File: src/rtl/x1_input_conditioner_pkg.sv
// Shared encodings for the x1 input conditioner and the downstream x1-driven controller.
package x1_input_conditioner_pkg;

    // Conditioner FSM encodings; only one bit differs between each state and its check state.
    localparam logic [1:0] ST_STABLE_LO = 2'b00;
    localparam logic [1:0] ST_CHK_HI    = 2'b01;
    localparam logic [1:0] ST_STABLE_HI = 2'b11;
    localparam logic [1:0] ST_CHK_LO    = 2'b10;

    typedef enum logic [1:0] {
        StStableLo = ST_STABLE_LO,
        StChkHi    = ST_CHK_HI,
        StStableHi = ST_STABLE_HI,
        StChkLo    = ST_CHK_LO
    } cond_state_e;

    // Existing controller state encodings.
    localparam logic [1:0] CTRL_S1 = 2'b00;
    localparam logic [1:0] CTRL_S2 = 2'b01;
    localparam logic [1:0] CTRL_S3 = 2'b10;
    localparam logic [1:0] CTRL_S4 = 2'b11;

    localparam int unsigned DEFAULT_DEBOUNCE_CYCLES = 16;

endpackage

File: src/rtl/x1_input_conditioner_sync_chain.sv
// Multi-flop synchronizer for an asynchronous pad input; resets to a chosen level.
module x1_input_conditioner_sync_chain #(
    parameter int unsigned SYNC_STAGES = 2,
    parameter bit          RESET_LEVEL = 1'b0
) (
    input  logic clk,
    input  logic reset,
    input  logic d,
    output logic q
);

    logic [SYNC_STAGES-1:0] sync_q, sync_d;

    always_comb begin
        sync_d = {sync_q[SYNC_STAGES-2:0], d};
    end

    always_ff @(posedge clk or posedge reset) begin
        if (reset) begin
            sync_q <= {SYNC_STAGES{RESET_LEVEL}};
        end else begin
            sync_q <= sync_d;
        end
    end

    assign q = sync_q[SYNC_STAGES-1];

endmodule

File: src/rtl/x1_input_conditioner.sv
// Synchronizes and debounces a bouncy pad input into a clean x1 level with rise/fall strobes
// and a saturating count of aborted transitions.
module x1_input_conditioner
    import x1_input_conditioner_pkg::*;
#(
    parameter int unsigned SYNC_STAGES     = 2,
    parameter int unsigned DEBOUNCE_CYCLES = DEFAULT_DEBOUNCE_CYCLES,
    parameter int unsigned CNT_W           = 5,
    parameter bit          RESET_LEVEL     = 1'b0
) (
    input  logic       clk,
    input  logic       reset,
    input  logic       btn_raw,
    input  logic       clr_stats,
    output logic       x1,
    output logic       x1_rise,
    output logic       x1_fall,
    output logic [7:0] bounce_cnt
);

    localparam cond_state_e      RESET_STATE = RESET_LEVEL ? StStableHi : StStableLo;
    localparam logic [CNT_W-1:0] CNT_LAST    = CNT_W'(DEBOUNCE_CYCLES - 1);
    localparam bit               IMMEDIATE   = (DEBOUNCE_CYCLES == 1);

    logic s;

    x1_input_conditioner_sync_chain #(
        .SYNC_STAGES(SYNC_STAGES),
        .RESET_LEVEL(RESET_LEVEL)
    ) u_sync (
        .clk  (clk),
        .reset(reset),
        .d    (btn_raw),
        .q    (s)
    );

    cond_state_e      state_q, state_d;
    logic [CNT_W-1:0] cnt_q, cnt_d;
    logic             x1_q, x1_d;
    logic             rise_q, rise_d;
    logic             fall_q, fall_d;
    logic [7:0]       bounce_q, bounce_d;
    logic             bounce_inc;

    always_comb begin
        state_d    = state_q;
        cnt_d      = cnt_q;
        x1_d       = x1_q;
        rise_d     = 1'b0;
        fall_d     = 1'b0;
        bounce_inc = 1'b0;
        unique case (state_q)
            StStableLo: begin
                cnt_d = '0;
                if (s) begin
                    if (IMMEDIATE) begin
                        state_d = StStableHi;
                        x1_d    = 1'b1;
                        rise_d  = 1'b1;
                    end else begin
                        state_d = StChkHi;
                        cnt_d   = CNT_W'(1);
                    end
                end
            end
            StChkHi: begin
                if (!s) begin
                    state_d    = StStableLo;
                    cnt_d      = '0;
                    bounce_inc = 1'b1;
                end else if (cnt_q >= CNT_LAST) begin
                    state_d = StStableHi;
                    cnt_d   = '0;
                    x1_d    = 1'b1;
                    rise_d  = 1'b1;
                end else begin
                    cnt_d = cnt_q + CNT_W'(1);
                end
            end
            StStableHi: begin
                cnt_d = '0;
                if (!s) begin
                    if (IMMEDIATE) begin
                        state_d = StStableLo;
                        x1_d    = 1'b0;
                        fall_d  = 1'b1;
                    end else begin
                        state_d = StChkLo;
                        cnt_d   = CNT_W'(1);
                    end
                end
            end
            StChkLo: begin
                if (s) begin
                    state_d    = StStableHi;
                    cnt_d      = '0;
                    bounce_inc = 1'b1;
                end else if (cnt_q >= CNT_LAST) begin
                    state_d = StStableLo;
                    cnt_d   = '0;
                    x1_d    = 1'b0;
                    fall_d  = 1'b1;
                end else begin
                    cnt_d = cnt_q + CNT_W'(1);
                end
            end
            default: begin
                state_d = StStableLo;
                cnt_d   = '0;
                x1_d    = 1'b0;
            end
        endcase
    end

    // Clear takes priority over a coincident increment.
    always_comb begin
        bounce_d = bounce_q;
        if (clr_stats) begin
            bounce_d = '0;
        end else if (bounce_inc && (bounce_q != 8'hFF)) begin
            bounce_d = bounce_q + 8'd1;
        end
    end

    always_ff @(posedge clk or posedge reset) begin
        if (reset) begin
            state_q  <= RESET_STATE;
            cnt_q    <= '0;
            x1_q     <= RESET_LEVEL;
            rise_q   <= 1'b0;
            fall_q   <= 1'b0;
            bounce_q <= '0;
        end else begin
            state_q  <= state_d;
            cnt_q    <= cnt_d;
            x1_q     <= x1_d;
            rise_q   <= rise_d;
            fall_q   <= fall_d;
            bounce_q <= bounce_d;
        end
    end

    assign x1         = x1_q;
    assign x1_rise    = rise_q;
    assign x1_fall    = fall_q;
    assign bounce_cnt = bounce_q;

endmodule

File: config.mk
export PLATFORM = sky130hd
export DESIGN_NAME = x1_input_conditioner
export DESIGN_NICKNAME = d
export VERILOG_FILES = /design/src/rtl/x1_input_conditioner_pkg.sv /design/src/rtl/x1_input_conditioner_sync_chain.sv /design/src/rtl/x1_input_conditioner.sv
export SDC_FILE = /design/constraint.sdc
export NUM_CORES = 1
export LEC_CHECK = 0
export CORE_ASPECT_RATIO = 1.4
export CORE_UTILIZATION = 35
export CTS_CLUSTER_DIAMETER = 80
export CTS_CLUSTER_SIZE = 30
export DETAILED_ROUTE_END_ITERATION = 10
export RECOVER_POWER = 50
export SETUP_SLACK_MARGIN = 0.1
export SLEW_MARGIN = 20
export SYNTH_ARGS = -nofsm -noshare
export SYNTH_HDL_FRONTEND = slang
export SYNTH_SLANG_ARGS = --single-unit
File: constraint.sdc
create_clock -name clk -period 1.8 [get_ports clk]
set_clock_uncertainty 0.15 [all_clocks]
set_input_delay 0.36 -clock clk [delete_from_list [all_inputs] [get_ports clk]]
set_output_delay 0.36 -clock clk [all_outputs]
set_load 0.05 [all_outputs]
==> metrics <==
status complete, but fails checks; failing checks negative setup slack; area grow syn2layout 50.2%; vias per cell 5.10; layout cells sized above 1 45.3%; Bufs on Longest Clock Path 2; root buffer selected by CTS clkbuf_8; number of buffers and inverters on the critical path 0; Synth Net Count 116; die area 3360 um2; height of the chip 68.2 um; kind of critical path reg -> reg; Reg area 510 um2; Crit. Startpoint cnt_q[1]; total global-route track usage 15.5%; CP max-delay cell dfrtp_1; portion of netlist area occupied by mux cells 5.59%; pin count of the biggest net entering global routing 21; Nets 152; Crit. path cell count 7; Initial Util 37.7%; vias in the first global route 884; worst slack, placed -0.00939 ns; Slew headroom 60.4%; FF-to-FF setup slack -0.03 ns; RSZ-0062 raised after global routing yes; Mapped Avg Cell Area 10.5 um2; # port buffers 14; setup violators final 1; HP Class reg -> reg; Top delay family on crit path simple AND/OR/NAND/NOR gates; Die Width 49.3 um; Yosys reg bits 20; via count 897; CTS tree done; diodes inserted 0; Worst Path Required 1.80 ns; drt first pass iters 4; XOR/XNOR Fraction of Synth Area 5.59%; predominant post-synthesis flop cell dfrtp_1; Synth Area in Simple Gates 23.4%; part of the cycle the worst path needs 102%; actual slew at the worst max-slew pin 0.597 ns; core area 2910 um2; Startpoint Class flip-flop; Multi-input gate area 679 um2; post-DR wirelength/cell 13.6 um; Post-synth EDFFs 0; slowest stage delay, CP 0.39 ns; num rows 23; clk_lat worst skew 0.25 ns; Hold Vio Cnt, Final 0; fillers 252; first-pass GRT wire length 3870 um; CTS buffer count 3; final antenna-violating net count 0; register area share after synthesis 45.7%; worst vdd ir 0.775 mV; asr flop ratio synth 100%; complex-gate fraction of the synthesized area 7.76%; reg-to-reg critical path endpoint state_q[0]; clock sinks 20; final setup margin -0.0316 ns; worst-path fanout max 4; Post-Synthesis Cells 104; RR Startpoint cnt_q[1]; CP endpoint kind flip-flop; crit path time final 1.83 ns; max-cap violations 0; Max Clock Freq 0.546 GHz; H-tree level count 1; Lkg Pwr 0.000744 uW; Slew Limit Fails 0; yosys warns 0; crit-path cells ha_2 -> and3_4 -> ha_4 -> nor2_4 -> nand3_4 -> nor3b_4 -> nor4_2; fin util 56.7%; iteration-0 DRC count of the detailed router 12; crit path to state_q[0]; GP Congestion 0.783; Clock transition at path regs 0.07 ns; detailed placer's ending HPWL 1700 um; Adder-Cell Fraction of Synth Area 9.13%; Ports 15; library cells used by synthesis 37; initial antenna violation count 0; gr ovfl total 0; post-synthesis instance area 1100 um2; Power, Total 1640 uW; worst reg2reg path depth 7; PD cells 994 nW/um2; largest family of logic cells by synthesized area simple AND/OR/NAND/NOR gates; crit path DAT 1.83 ns; # DRC 0; Total Wirelength 2390 um
-- Yosys cell counts, types with 2 or more instances --
master	count	area, um2
mux2_4	2	30.0
nand2_1	5	18.8
dfrtp_1	20	500
ha_1	8	100
a31oi_1	2	12.5
xnor2_1	2	17.5
a21oi_1	2	10.0
nand3_1	3	15.0
and3_1	4	25.0
nand4_1	2	12.5
nor2_1	14	52.6
mux2i_1	2	20.0
inv_1	6	22.5
xor2_1	5	43.8
nor3b_1	2	15.0
nor3_1	4	20.0
-- layer usage --
metal	wire (um)	part of all wire, %	track usage [%]	up-vias
li1	-	-	-	435
met1	909	38	16.6	447
met2	1390	58	29.8	11
met3	50	2.1	2.00	4
met4	34	1.4	7.72	0
met5	0	0	0	-
-- report_power, final --
part           internal (uW)  total (uW)  switching (uW)
Sequential               502         556            54.3
Clock                    157         297             140
Combinational            383         784             401
Total                   1040        1640             595
-- how the worst min path moves through the flow --
stage	to	cells past startpoint	from	slack, ns
6_report	u_sync.sync_q[1]	0	u_sync.sync_q[0]	0.20
5_1_grt	u_sync.sync_q[1]	0	u_sync.sync_q[0]	0.21
4_1_cts	u_sync.sync_q[1]	0	u_sync.sync_q[0]	0.20
3_5_place_dp	u_sync.sync_q[1]	0	u_sync.sync_q[0]	0.19
3_3_place_gp	u_sync.sync_q[1]	0	u_sync.sync_q[0]	0.18
2_1_floorplan	bounce_cnt[7]	1	reset	0.17
-- cell type report --
class | count | share of cell area (%)
tap | 37 | 2.81
clock buffer | 4 | 2.74
inverter | 6 | 1.52
sequential | 20 | 31.0
multi-input combinational | 76 | 41.3
timing repair buffer | 33 | 20.7
-- timing repair --
| action | 4_1_cts | 5_1_grt |
|---|---|---|
| endpoints found under the setup margin | 7 | 12 |
| hold buffers | 0 | 0 |
| resized for setup | 5 | 13 |
| buffers inserted | 3 | 5 |
| pin swaps | 0 | 9 |
-- worst register-to-register path, stage by stage (launching register included) --
cell and delay (ns):
dfrtp_1 0.39, ha_2 0.19, and3_4 0.18, ha_4 0.16, nor2_4 0.10, nand3_4 0.10, nor3b_4 0.16, nor4_2 0.29
-- placed cells by master, fill, tap and decap left out, drive strengths merged, types with 4 or more instances in the layout --
cell     n
inv      6
clkbuf   7
nor3     5
dfrtp   20
nand3    4
buf     27
and3     4
nand2    5
xor2     5
nor2    15
ha       8
-- cells by family after synthesis --
group	count (synthesis)
xor gates and xnor gates	7
AOI/OAI and AO/OA	12
buffers and inverters	8
and+or+nand+nor	44
muxes	5
DFF	20
adders and majority gates	8
-- flip-flops by register name (all words and copies together) (netlist names) --
| signal | count |
|---|---|
| bounce_cnt | 8 |
| cnt_q | 5 |
| state_q | 2 |
| u_sync.sync_q | 2 |
| x1 | 1 |
| x1_fall | 1 |
| x1_rise | 1 |
-- metrics by stage --
stage	area [um2]	std cells	setup TNS, ns	hold slack (ns)
after floorplan	1140	104	0	0.173
after global placement	1460	164	-0.00501	0.183
after detailed placement	1460	164	-0.00939	0.186
after CTS	1560	171	0	0.203
after global routing	1650	176	-0.142	0.206
final	1650	176	-0.0316	0.200
Note: power is estimated with default switching activity, not from simulation.
